File: src/rtl/rpn_pkg.sv
// Shared definitions for the RPN calculator: command op codes, command-input
// FSM states and the switch decode used to build a command.
package rpn_pkg;

    // Op codes understood by the rpn core.
    typedef enum logic [1:0] {
        OP_PUSH = 2'b00,
        OP_ADD  = 2'b01,
        OP_SUB  = 2'b10
    } rpn_op_e;

    // Command-input FSM states.
    typedef enum logic [1:0] {
        S_IDLE     = 2'b00,
        S_VALID    = 2'b01,
        S_WAIT_REL = 2'b10
    } cmd_in_state_e;

    localparam int SW_W        = 10;
    localparam int DATA_W      = 8;
    localparam int SYNC_STAGES = 2;

    // Operator select codes on sw[9:8]; sw[9] is add, sw[8] is subtract.
    localparam logic [1:0] SEL_PUSH = 2'b00;
    localparam logic [1:0] SEL_ADD  = 2'b10;
    localparam logic [1:0] SEL_SUB  = 2'b01;

    // Result of decoding the switches at the moment of a key press.
    typedef struct packed {
        logic              legal;
        rpn_op_e           op;
        logic [DATA_W-1:0] data;
    } cmd_decode_t;

    // Map the switch bank onto a command; both operator switches up is reserved.
    function automatic cmd_decode_t decode_sw(input logic [SW_W-1:0] sw_val);
        cmd_decode_t d;
        d.legal = 1'b1;
        d.op    = OP_PUSH;
        d.data  = '0;
        case (sw_val[9:8])
            SEL_PUSH: d.data  = sw_val[DATA_W-1:0];
            SEL_ADD:  d.op    = OP_ADD;
            SEL_SUB:  d.op    = OP_SUB;
            default:  d.legal = 1'b0;
        endcase
        return d;
    endfunction

endpackage

File: src/rtl/rpn_debounce.sv
// Key conditioner: two-flop synchronizer followed by a counting debouncer.
// Produces the debounced (active-low) key level and a one-cycle press pulse
// on every debounced 1->0 transition.
module rpn_debounce
    import rpn_pkg::*;
#(
    parameter int DEBOUNCE_CYCLES = 500000
) (
    input  logic clk,
    input  logic rst_n,
    input  logic key_n,
    output logic level,
    output logic press
);

    localparam int CNT_W = $clog2(DEBOUNCE_CYCLES + 1);
    // The sample that would take the counter to DEBOUNCE_CYCLES flips the
    // level instead, so the counter never actually holds that value.
    localparam logic [CNT_W-1:0] CNT_LAST = CNT_W'(DEBOUNCE_CYCLES - 1);

    logic [SYNC_STAGES:0] sync_chain;
    logic                 sync_key;
    logic [CNT_W-1:0]     cnt_reg;
    logic                 level_reg;
    logic                 press_reg;

    assign sync_chain[0] = key_n;

    generate
        for (genvar gi = 0; gi < SYNC_STAGES; gi++) begin : g_sync
            logic stage_reg;
            // One synchronizer stage; resets to the released (high) level.
            always_ff @(posedge clk) begin
                if (!rst_n) begin
                    stage_reg <= 1'b1;
                end else begin
                    stage_reg <= sync_chain[gi];
                end
            end
            assign sync_chain[gi+1] = stage_reg;
        end
    endgenerate

    assign sync_key = sync_chain[SYNC_STAGES];

    // Count disagreeing samples; flip the level after DEBOUNCE_CYCLES in a row.
    always_ff @(posedge clk) begin
        if (!rst_n) begin
            cnt_reg   <= '0;
            level_reg <= 1'b1;
            press_reg <= 1'b0;
        end else begin
            press_reg <= 1'b0;
            if (sync_key == level_reg) begin
                cnt_reg <= '0;
            end else if (cnt_reg == CNT_LAST) begin
                cnt_reg   <= '0;
                level_reg <= sync_key;
                press_reg <= ~sync_key;
            end else begin
                cnt_reg <= cnt_reg + CNT_W'(1);
            end
        end
    end

    assign level = level_reg;
    assign press = press_reg;

endmodule

File: src/rtl/rpn_cmd_in.sv
// Command front end of the RPN calculator: turns a debounced ENTER key press
// plus the slide switches into a single valid/ready command for the core.
// One press yields one command; a reserved operator code sets a sticky error.
module rpn_cmd_in
    import rpn_pkg::*;
#(
    parameter int DEBOUNCE_CYCLES = 500000
) (
    input  logic       CLOCK_50,
    input  logic       rst_n,
    input  logic       key_enter_n,
    input  logic [9:0] sw,
    output logic       cmd_valid,
    input  logic       cmd_ready,
    output logic [1:0] cmd_op,
    output logic [7:0] cmd_data,
    output logic       cmd_err
);

    logic          key_level;
    logic          key_press;
    cmd_decode_t   dec;

    cmd_in_state_e     state_reg;
    logic              valid_reg;
    rpn_op_e           op_reg;
    logic [DATA_W-1:0] data_reg;
    logic              err_reg;

    rpn_debounce #(
        .DEBOUNCE_CYCLES (DEBOUNCE_CYCLES)
    ) u_debounce (
        .clk   (CLOCK_50),
        .rst_n (rst_n),
        .key_n (key_enter_n),
        .level (key_level),
        .press (key_press)
    );

    // Switches are quasi-static, so they are decoded directly on the press edge.
    assign dec = decode_sw(sw);

    // Command FSM with registered outputs; op/data only change on capture.
    always_ff @(posedge CLOCK_50) begin
        if (!rst_n) begin
            state_reg <= S_IDLE;
            valid_reg <= 1'b0;
            op_reg    <= OP_PUSH;
            data_reg  <= '0;
            err_reg   <= 1'b0;
        end else begin
            case (state_reg)
                S_IDLE: begin
                    if (key_press) begin
                        if (dec.legal) begin
                            op_reg    <= dec.op;
                            data_reg  <= dec.data;
                            valid_reg <= 1'b1;
                            state_reg <= S_VALID;
                        end else begin
                            err_reg   <= 1'b1;
                            state_reg <= S_WAIT_REL;
                        end
                    end
                end
                S_VALID: begin
                    // Presses seen here are dropped: only the handshake leaves.
                    if (cmd_ready) begin
                        valid_reg <= 1'b0;
                        state_reg <= key_level ? S_IDLE : S_WAIT_REL;
                    end
                end
                S_WAIT_REL: begin
                    if (key_level) begin
                        state_reg <= S_IDLE;
                    end
                end
                default: begin
                    valid_reg <= 1'b0;
                    state_reg <= S_IDLE;
                end
            endcase
        end
    end

    assign cmd_valid = valid_reg;
    assign cmd_op    = op_reg;
    assign cmd_data  = data_reg;
    assign cmd_err   = err_reg;

endmodule

File: config.mk
export PLATFORM = sky130hd
export DESIGN_NAME = rpn_cmd_in
export DESIGN_NICKNAME = d
export VERILOG_FILES = /design/src/rtl/rpn_pkg.sv /design/src/rtl/rpn_debounce.sv /design/src/rtl/rpn_cmd_in.sv
export SDC_FILE = /design/constraint.sdc
export NUM_CORES = 1
export LEC_CHECK = 0
export ABC_AREA = 1
export CAP_MARGIN = 20
export CORE_MARGIN = 4
export CORE_UTILIZATION = 52
export CTS_CLUSTER_SIZE = 16
export DETAILED_ROUTE_END_ITERATION = 16
export PLACE_DENSITY = 0.77
export SYNTH_ARGS = -nofsm -noshare
export SYNTH_HDL_FRONTEND = slang
export SYNTH_SLANG_ARGS = --single-unit
File: constraint.sdc
create_clock -name CLOCK_50 -period 1.8 [get_ports CLOCK_50]
set_input_delay 0.27 -clock CLOCK_50 [delete_from_list [all_inputs] [get_ports CLOCK_50]]
set_output_delay 0.27 -clock CLOCK_50 [all_outputs]
set_load 0.1 [all_outputs]
==> flow_summary.ini, run 1 <==
[status]
run_status = finished clean

[cells_and_area]
largest_register_ffs = 19
area_growth_syn_to_layout_pct = 21.1
final_area_um2 = 2030
num-fill-cells = 286
drive_above_1_share_pct = 15.6
nets = 270
antennaDiodeCount = 0
final_core_util_pct = 65.9
layout.cells.non_filler = 300

[worst_setup_path]
worst_setup_path_end_kind = register
required_ns = 2.04
worst-setup-path-type = register to register
cp-start-kind = register
r2r-start = u_debounce.cnt_reg[0]
reg2reg_depth = 6
crit_arrival_ns = 1.67
rrSetupSlack_ns = 0.37
rr_endpoint = u_debounce.cnt_reg[11]
cp_max_fo = 19

[pwr]
power.leakage_nw = 0.676
p_clk_share_pct = 40.8
netSwitchingPower_mw = 0.292
p_int_mw = 1.18
p_comb_share_pct = 3.4
switching_share_pct = 19.8
vdd_drop_max_mv = 0.442
power_frac_seq_pct = 55.8
p_per_area_nw_per_um2 = 727

[placement]
dpl.hpwl_mm = 2.42
portBuffers = 25
place_area_um2 = 1940
place_ws_ns = 0.238
dp_cells = 292
place.gp.congestion = 0.875

[global_route]
grt_pass1_wl_mm = 5.67
grt_max_degree = 20
track_usage_pct = 17.4
antenna_found_initial = 0
overflow = 0
grt_pass1_vias = 1310

[routing]
wl_per_cell_um = 11.0
drt-pass1-iter-count = 4
wl_mm = 3.31
vias_per_cell = 4.85
drc = 0
ant_nets = 0
via_count = 1455
drt-initial-drc-count = 109

[synthesis]
synth_compound_gate_area_share_pct = 8.59
synth.cell_area_um2 = 1680
synth_top_area_share_pct = 44.2
ys_ff_latch = 37
synth-xor-area-share_pct = 4.18
synthSimpleGateAreaFrac_pct = 36.6
syn-num-nets = 239
synthAdderAreaFrac_pct = 0.747
netlist_instances = 224
synthTopCellsByArea = dfxtp_1, nand2_1, nor2_1, a21oi_1, nand3_1
yosysUniqueCellTypes = 28
synth_top_family_by_area = simple AND/OR/NAND/NOR gates
yosys_warnings = 0
synth_seq_area_share_pct = 44.2
synth_area_leader_cell = dfxtp_1
synth_mux_area_share_pct = 0
syn_avg_cell_area_um2 = 7.48

[die]
placementRows = 20
die_y_um = 64.8
die_area_um2 = 4190
start_util_pct = 54.4
core_um2 = 3080
die_w_um = 64.8
num_io_pins = 26

[cts]
htreeDepth = 2
ctsResizeCount = 0
cts_tree = built
post-cts-setup-buffers = 0
clock_sinks = 37
ctsRootBufferMaster = clkbuf_4
numCtsBuffers = 5
clockBufferDepth = 2
cts_hold_buffers = 0
path_clk_slew_ns = 0.11
clk_latency_ns = 0.34

[hold_path]
hp-class = register to register
hp-start = u_debounce.g_sync[0].stage_reg
hold_end = u_debounce.g_sync[1].stage_reg
worstHoldPathCells = 1

[job]
drv_cap = 0

[sta]
worst_slew_pin_slew_ns = 0.330
setup_tns_ns = 0
slew_viol_final = 0
skew_ns = 0.00798
finalSetupViolCount = 0
grt_setup_unrepaired = false
final_hold_viol_count = 0
setup_ws_ns = 0.371
period_share_pct = 79.4
max_slew_margin_pct = 77.9
finalCriticalPeriod_ns = 1.43
fmax_mhz = 700
==> cells in the mapped netlist <==
| cell type | count |
|---|---|
| nand2_1 | 55 |
| dfxtp_1 | 37 |
| nor2_1 | 36 |
| a21oi_1 | 20 |
| inv_1 | 18 |
| nand3_1 | 14 |
| nand4_1 | 5 |
| xor2_1 | 5 |
| nand3_2 | 3 |
| nor2_4 | 3 |
| o21ai_0 | 3 |
| or2_2 | 3 |
| xnor2_1 | 3 |
| inv_2 | 2 |
| nand2_2 | 2 |
| nand2_4 | 2 |
| o22ai_1 | 2 |
| a21oi_2 | 1 |
| buf_6 | 1 |
| clkbuf_1 | 1 |
| clkinv_2 | 1 |
| ha_1 | 1 |
| nand3_4 | 1 |
| nand3b_1 | 1 |
| nor2_2 | 1 |
| nor3_1 | 1 |
| nor3_4 | 1 |
| o21a_1 | 1 |
==> logic make-up after synthesis <==
group / Yosys count
fa+ha+maj: 1
flops: 37
xor+xnor: 8
simple gates: 128
buf+inv: 23
compound gates: 27
==> power by group through the flow <==
| stage | clock (mW) | sequential [mW] | combinational (mW) |
|---|---|---|---|
| detailed placement | 0 | 0.841 | 0.0508 |
| CTS | 0.614 | 0.823 | 0.0510 |
| global placement | 0 | 0.841 | 0.0506 |
| global route | 0.656 | 0.823 | 0.0549 |
| floorplan | 0 | 0.841 | 0.0159 |
| finish | 0.602 | 0.822 | 0.0506 |
==> critical path: stages, from the launching register on <==
cell and delay, ns:
dfxtp_1 0.43, ha_1 0.26, nand3_4 0.12, clkinv_2 0.10
nand3_2 0.12, nand2_4 0.21, a21oi_1 0.07
==> worst max path at each step <==
| stage | from | endpoint | slack, ns | depth (start not counted) |
|---|---|---|---|---|
| final | u_debounce.cnt_reg[0] | u_debounce.cnt_reg[11] | 0.37 | 6 |
| after global placement | sw[9] | cmd_data[3] | 0.30 | 7 |
| after global routing | u_debounce.cnt_reg[0] | u_debounce.cnt_reg[18] | 0.25 | 8 |
| after floorplan | cmd_valid | cmd_valid | 0.47 | 2 |
| after CTS | u_debounce.cnt_reg[0] | u_debounce.cnt_reg[11] | 0.35 | 6 |
| after detailed placement | sw[9] | cmd_data[3] | 0.24 | 7 |
==> metrics by stage <==
step | hold WS (ns) | total power, mW
floorplan | 0.339 | 0.857
global placement | 0.405 | 0.892
detailed placement | 0.405 | 0.892
CTS | 0.426 | 1.49
global route | 0.453 | 1.53
finish | 0.421 | 1.47
==> final cells by class <==
cell class | instances | area [um2] | share of cell area (%)
Sequential cell | 37 | 741 | 36.5
Multi-Input combinational cell | 164 | 840 | 41.4
Timing Repair Buffer | 26 | 228 | 11.2
Clock inverter | 1 | 30.0 | 1.48
Clock buffer | 7 | 55.1 | 2.71
Inverter | 21 | 80.1 | 3.95
Tap cell | 44 | 55.1 | 2.71
==> routing by layer <==
metal | wire length [um] | global-route usage (%) | up-vias
met4 | 51 | 7.12 | 0
met1 | 1640 | 23.2 | 637
met2 | 1410 | 24.8 | 33
met3 | 206 | 6.76 | 6
met5 | 0 | 0 | -
li1 | - | - | 779
==> cells in the final DEF, fill, tap and decap left out <==
| cell | synthesis | layout |
|---|---|---|
| clkbuf_4 | 0 | 5 |
| a21oi_1 | 20 | 20 |
| bufinv_16 | 0 | 1 |
| nand3b_1 | 1 | 1 |
| clkbuf_8 | 0 | 1 |
| nor2_1 | 36 | 36 |
| nor3_1 | 1 | 1 |
| clkinv_2 | 1 | 1 |
| o21a_1 | 1 | 1 |
| dfxtp_1 | 37 | 37 |
| nor2_4 | 3 | 3 |
| clkbuf_1 | 1 | 1 |
| nand3_4 | 1 | 1 |
| a21oi_2 | 1 | 1 |
| nand4_1 | 5 | 5 |
| xnor2_1 | 3 | 3 |
| o22ai_1 | 2 | 2 |
| inv_1 | 18 | 18 |
| nor2_2 | 1 | 1 |
| buf_4 | 0 | 13 |
| xor2_1 | 5 | 5 |
| or2_2 | 3 | 3 |
| nor3_4 | 1 | 1 |
| nand2_1 | 55 | 55 |
| ha_1 | 1 | 1 |
| nand2_4 | 2 | 2 |
| inv_2 | 2 | 2 |
| nand3_1 | 14 | 14 |
| o21ai_0 | 3 | 3 |
| clkdlybuf4s50_1 | 0 | 13 |
| nand2_2 | 2 | 2 |
| nand3_2 | 3 | 3 |
(Power assumes the default switching activity.)
==> run 2: changes to the inputs <==
--- a/config.mk
+++ b/config.mk
@@ -8,10 +8,10 @@
 export ABC_AREA = 1
 export CAP_MARGIN = 20
 export CORE_MARGIN = 4
-export CORE_UTILIZATION = 52
+export CORE_UTILIZATION = 47
 export CTS_CLUSTER_SIZE = 16
 export DETAILED_ROUTE_END_ITERATION = 16
-export PLACE_DENSITY = 0.77
+export PLACE_DENSITY = 0.73
 export SYNTH_ARGS = -nofsm -noshare
 export SYNTH_HDL_FRONTEND = slang
 export SYNTH_SLANG_ARGS = --single-unit
==> constraint.sdc (replaced) <==
create_clock -name CLOCK_50 -period 1.3 [get_ports CLOCK_50]
set_input_delay 0.195 -clock CLOCK_50 [delete_from_list [all_inputs] [get_ports CLOCK_50]]
set_output_delay 0.195 -clock CLOCK_50 [all_outputs]
set_load 0.1 [all_outputs]
==> run 2 against run 1 <==
Sequential cell count did not move. Global-route usage rose by 0.10 points. Maximum frequency rose by 14%. Via count rose by 7.4%. Worst setup slack got worse by 0.32 ns. Wire length rose by 9.9%. Register-to-register slack got worse by 0.32 ns. Critical path type unchanged. Largest cell class unchanged.
==> flow_summary.ini, run 2 (synthesized netlist as in run 1, its figures left out) <==
[routing]
wl_per_cell_um = 11.4
vias_per_cell = 4.92
drt-pass1-iter-count = 4
drc = 0
ant_nets = 0
drt-initial-drc-count = 102
wl_mm = 3.63
via_count = 1563

[sta]
setup_tns_ns = 0
finalCriticalPeriod_ns = 1.25
worst_slew_pin_slew_ns = 0.246
skew_ns = 0.0125
max_slew_margin_pct = 83.6
period_share_pct = 96.2
finalSetupViolCount = 0
slew_viol_final = 0
holdWs_ns = 0.378
final_hold_viol_count = 0
grt_setup_unrepaired = true
fmax_mhz = 800
setup_ws_ns = 0.0498

[worst_setup_path]
r2r-start = u_debounce.cnt_reg[10]
required_ns = 1.59
cp-start-kind = register
worst_setup_path_end_kind = register
reg2reg_depth = 8
worst-setup-path-type = register to register
crit_arrival_ns = 1.54
cp_max_fo = 4
startpoint = u_debounce.cnt_reg[10]

[die]
start_util_pct = 49.4
die_area_um2 = 4580
die_y_um = 67.7
num_io_pins = 26
placementRows = 21
die_w_um = 67.7
core_um2 = 3390

[placement]
dp_cells = 306
place_ws_ns = -0.126
place.gp.congestion = 0.847
portBuffers = 25
dpl.hpwl_mm = 2.69

[global_route]
met3_usage_pct = 4.49
grt_pass1_wl_mm = 6.15
antenna_found_initial = 0
grt_max_degree = 20
track_usage_pct = 17.5
grt_pass1_vias = 1421
gr-max-usage-layer = met2
grtUsageMet1_pct = 23.2
met2_usage_pct = 27.6
overflow = 0

[cts]
cts_hold_buffers = 0
cts_tree = built
ctsRootBufferMaster = clkbuf_4
clockBufferDepth = 2
path_clk_slew_ns = 0.12
numCtsBuffers = 5
htreeDepth = 2
clk_latency_ns = 0.35
clock_sinks = 37

[cells_and_area]
antennaDiodeCount = 0
final_cell_mix = nand2_1, nor2_1, dfxtp_1
area_growth_syn_to_layout_pct = 41.9
drive_above_1_share_pct = 28.7
seqCellArea_um2 = 754
layout_commonest_cell = nand2_1
largest_register_ffs = 19
layout.cells.non_filler = 318
nets = 286
multi_input_area_um2 = 897
num-fill-cells = 268

[pwr]
vdd_drop_max_mv = 0.641
p_per_area_nw_per_um2 = 853
p_total_mw = 2.03
power.leakage_nw = 0.797

[hold_path]
worstHoldPathCells = 3
hp-class = primary input to register
hp-start = sw[7]

[job]
drv_cap = 0

[status]
run_status = finished clean
==> run 2: cell count changes in the layout (fill, tap and decap cells not counted), moves of 2 or more <==
| cell | previous run | this run |
|---|---|---|
| nand2_1 | 55 | 53 |
| nor2_2 | 1 | 6 |
| nand2_2 | 2 | 4 |
| dfxtp_2 | 0 | 11 |
| dfxtp_1 | 37 | 26 |
| nor2_1 | 36 | 30 |
| buf_4 | 13 | 16 |
| buf_12 | 0 | 12 |
==> run 2: through the flow <==
stage,utilization (%),area [um2]
finish,70.1,2380
CTS,67.6,2290
floorplan,-,1680
global route,70.1,2380
detailed placement,64.6,2190
global placement,64.6,2190
==> run 2: cell type report <==
cell class	instances	area share, %
Clock buffer	5	1.58
Tap cell	46	2.42
Timing Repair Buffer	42	21.1
Clock inverter	3	1.95
Inverter	21	3.47
Sequential cell	37	31.7
Multi-Input combinational cell	164	37.7
==> run 2: power by group <==
group	total, mW	switching, mW	internal [mW]
Clock	0.806	0.399	0.407
Sequential	1.14	0.00205	1.14
Combinational	0.0837	0.0323	0.0513
==> run 2: worst paths after layout <==
check	slack [ns]	to
max	0.05	u_debounce.level
min	0.38	cmd_data[7]
max reg2reg	0.05	u_debounce.level
min reg2reg	0.43	u_debounce.g_sync[1].stage_reg
==> run 2: worst max-delay path, stage by stage, from the launching register on <==
cell	delay, ns
dfxtp_2	0.36
inv_1	0.07
nand4_1	0.11
nor2_2	0.18
nand3_2	0.16
buf_4	0.17
nand2_1	0.05
nand2_1	0.05
nand2_1	0.05
==> run 2: timing repair <==
| action | 4_1_cts | 5_1_grt |
|---|---|---|
| pin swaps | 2 | 6 |
| endpoints found under the setup margin | 4 | 23 |
| resized for setup | 1 | 24 |
| hold endpoints to repair | 0 | 0 |
| setup buffers | 1 | 3 |
==> run 2: per-layer routing <==
layer	vias up	routed length, um	part of all wire, %
li1	809	-	-
met2	27	1720	47
met5	-	0	0
met4	0	66	1.8
met3	9	134	3.7
met1	718	1710	47
==> run 3: changes to the inputs <==
--- a/config.mk
+++ b/config.mk
@@ -5,13 +5,14 @@
 export SDC_FILE = /design/constraint.sdc
 export NUM_CORES = 1
 export LEC_CHECK = 0
-export ABC_AREA = 1
 export CAP_MARGIN = 20
 export CORE_MARGIN = 4
-export CORE_UTILIZATION = 47
+export CORE_UTILIZATION = 46
 export CTS_CLUSTER_SIZE = 16
 export DETAILED_ROUTE_END_ITERATION = 16
-export PLACE_DENSITY = 0.73
+export PLACE_DENSITY = 0.72
+export SETUP_SLACK_MARGIN = 0.3
+export SKIP_LAST_GASP = 1
 export SYNTH_ARGS = -nofsm -noshare
 export SYNTH_HDL_FRONTEND = slang
 export SYNTH_SLANG_ARGS = --single-unit
==> run 3 against run 2 <==
The run now ends with setup timing left. Sequential power about the same. First-iteration DRC count increased by 40%. Non-clock buffer count rose by 31. Power down 11%. Wire length is 50% higher. Cell area increased by 14%.
==> flow_summary.ini, run 3 <==
[status]
run_status = complete, but fails checks
violations = setup timing

[sta]
period_share_pct = 115
final_hold_viol_count = 0
finalCriticalPeriod_ns = 1.50
slew_viol_final = 0
skew_ns = 0.0219
fmax_mhz = 667
setup_ws_ns = -0.199
worst_slew_pin_slew_ns = 0.309
max_slew_margin_pct = 79.4
finalSetupViolCount = 28
holdWs_ns = 0.292
setup_tns_ns = -3.93
grt_setup_unrepaired = true

[cells_and_area]
num-fill-cells = 148
drive_above_1_share_pct = 55.2
area_growth_syn_to_layout_pct = 75.7
largest_register_ffs = 19
seqCellArea_um2 = 800
multi_input_area_um2 = 1020
nets = 254
final_cell_mix = buf_4, dfxtp_2, nor2_1
antennaDiodeCount = 0
final_area_um2 = 2700
layout_commonest_cell = buf_4

[pwr]
power.leakage_nw = 1.06
p_int_mw = 1.37
p_clk_share_pct = 32.0
switching_share_pct = 23.6
power_frac_seq_pct = 62.3
p_comb_share_pct = 5.7
p_per_area_nw_per_um2 = 666
vdd_drop_max_mv = 0.537
netSwitchingPower_mw = 0.425

[synthesis]
syn_avg_cell_area_um2 = 9.48
synth_area_leader_cell = dfxtp_1
ys_ff_latch = 37
synth.cell_area_um2 = 1540
synthArstFlopShare_pct = 0
netlist_instances = 162
post-synth-top-count-cell = dfxtp_1
yosys_warnings = 0
synth_edf_count = 0
yosysUniqueCellTypes = 40
synth_top_area_share_pct = 48.2
syn-num-nets = 177
synthTopCellsByArea = dfxtp_1, xnor2_1, nor2_1, a22o_1, xor2_1
synthFlopType = dfxtp_1
synth_seq_area_share_pct = 48.2
synth_common_cells = dfxtp_1, nor2_1, nand2_1, xnor2_1, a22o_1

[worst_setup_path]
required_ns = 1.53
path_cells = nor4b_4 > nand4_1 > buf_4 > o21ai_4 > buf_6 > nor2_1
crit_arrival_ns = 1.73
worst_path_max_delay_cell = dfxtp_4
slowest_delay_ns = 0.38
cp_max_fo = 6
cp-start-kind = register
worst-setup-path-type = register to register
worst_setup_path_end_kind = register

[global_route]
grt_pass1_vias = 1543
overflow = 0
antenna_found_initial = 0
grt_max_degree = 12
track_usage_pct = 22.0
grt_pass1_wl_mm = 7.27

[die]
num_io_pins = 26
placementRows = 20
die_y_um = 65.8
die_area_um2 = 4330
start_util_pct = 49.1
core_um2 = 3130
die_w_um = 65.8

[cts]
clock_sinks = 37
htreeDepth = 2
clockBufferDepth = 2
path_clk_slew_ns = 0.12
cts_hold_buffers = 0
cts_tree = built
ctsRootBufferMaster = clkbuf_4
numCtsBuffers = 5
clk_latency_ns = 0.35

[routing]
wl_mm = 5.46
ant_nets = 0
vias_per_cell = 5.74
wl_per_cell_um = 19.3
routed-wl-met3_um = 261
via_count = 1625
drc = 0
drt-pass1-iter-count = 4
wl_met1_mm = 2.01
top_layer_used = met4
wl_met2_mm = 2.93
drt-initial-drc-count = 143

[placement]
place.gp.congestion = 0.922
place_area_um2 = 2330
portBuffers = 25
dpl.hpwl_mm = 3.10

[hold_path]
hp-class = primary input to register

[job]
drv_cap = 0
run 3: worst max-delay path, delay by kind of cell (launching register included):
kind	cells	cell delay [ns]
buffers and inverters	2	0.35
AOI/OAI and AO/OA	1	0.18
DFF	1	0.38
and+or+nand+nor	3	0.48
run 3: area by class of cell:
type / instances / area share, %
sequential: 37 / 29.6
inverter: 4 / 0.556
clock inverter: 1 / 0.185
timing repair buffer: 73 / 28.3
multi-input combinational: 118 / 37.8
tap: 44 / 2.04
clock buffer: 6 / 1.53
run 3: power groups by stage:
stage / sequential, mW / combinational [mW] / clock [mW]
final: 1.12 / 0.102 / 0.576
after global routing: 1.12 / 0.108 / 0.637
after CTS: 1.12 / 0.0926 / 0.570
after detailed placement: 1.16 / 0.0903 / 0
after global placement: 1.16 / 0.0881 / 0
after floorplan: 1.16 / 0.0289 / 0
run 3: path summary, 6_finish.rpt:
kind	startpoint	to	slack, ns	cells past startpoint
worst max-delay path	u_debounce.cnt_reg[10]	u_debounce.cnt_reg[1]	-0.20	6
worst min-delay path	sw[9]	cmd_op[0]	0.29	3
worst max register to register	u_debounce.cnt_reg[10]	u_debounce.cnt_reg[1]	-0.20	6
worst min register to register	u_debounce.g_sync[0].stage_reg	u_debounce.g_sync[1].stage_reg	0.45	1
run 3: layer usage:
metal | track usage [%] | vias up
met1 | 23.8 | 785
met4 | 7.25 | 0
met5 | 0 | -
li1 | - | 739
met3 | 4.42 | 28
met2 | 42.1 | 73
run 3: timing repair:
item | CTS | global route
buffers inserted | 9 | 3
endpoints found under the setup margin | 45 | 47
pin swaps | 20 | 9
gates cloned | 0 | 1
gates resized for setup | 27 | 28
run 3: through the flow:
stage	setup WS, ns	total power, mW	std cells	util [%]
global placement	-0.193	1.25	263	74.6
floorplan	-0.198	1.19	162	-
global route	-0.254	1.87	283	86.3
finish	-0.199	1.80	283	86.3
CTS	-0.118	1.79	279	81.5
detailed placement	-0.260	1.25	263	74.6
run 3: kinds of logic after synthesis:
logic type	synth area share, %
AOI/OAI and AO/OA	12.1
xor gates and xnor gates	9.12
DFF	48.2
and+or+nand+nor	27.5
adders and majority gates	0.814
buffers and inverters	2.28
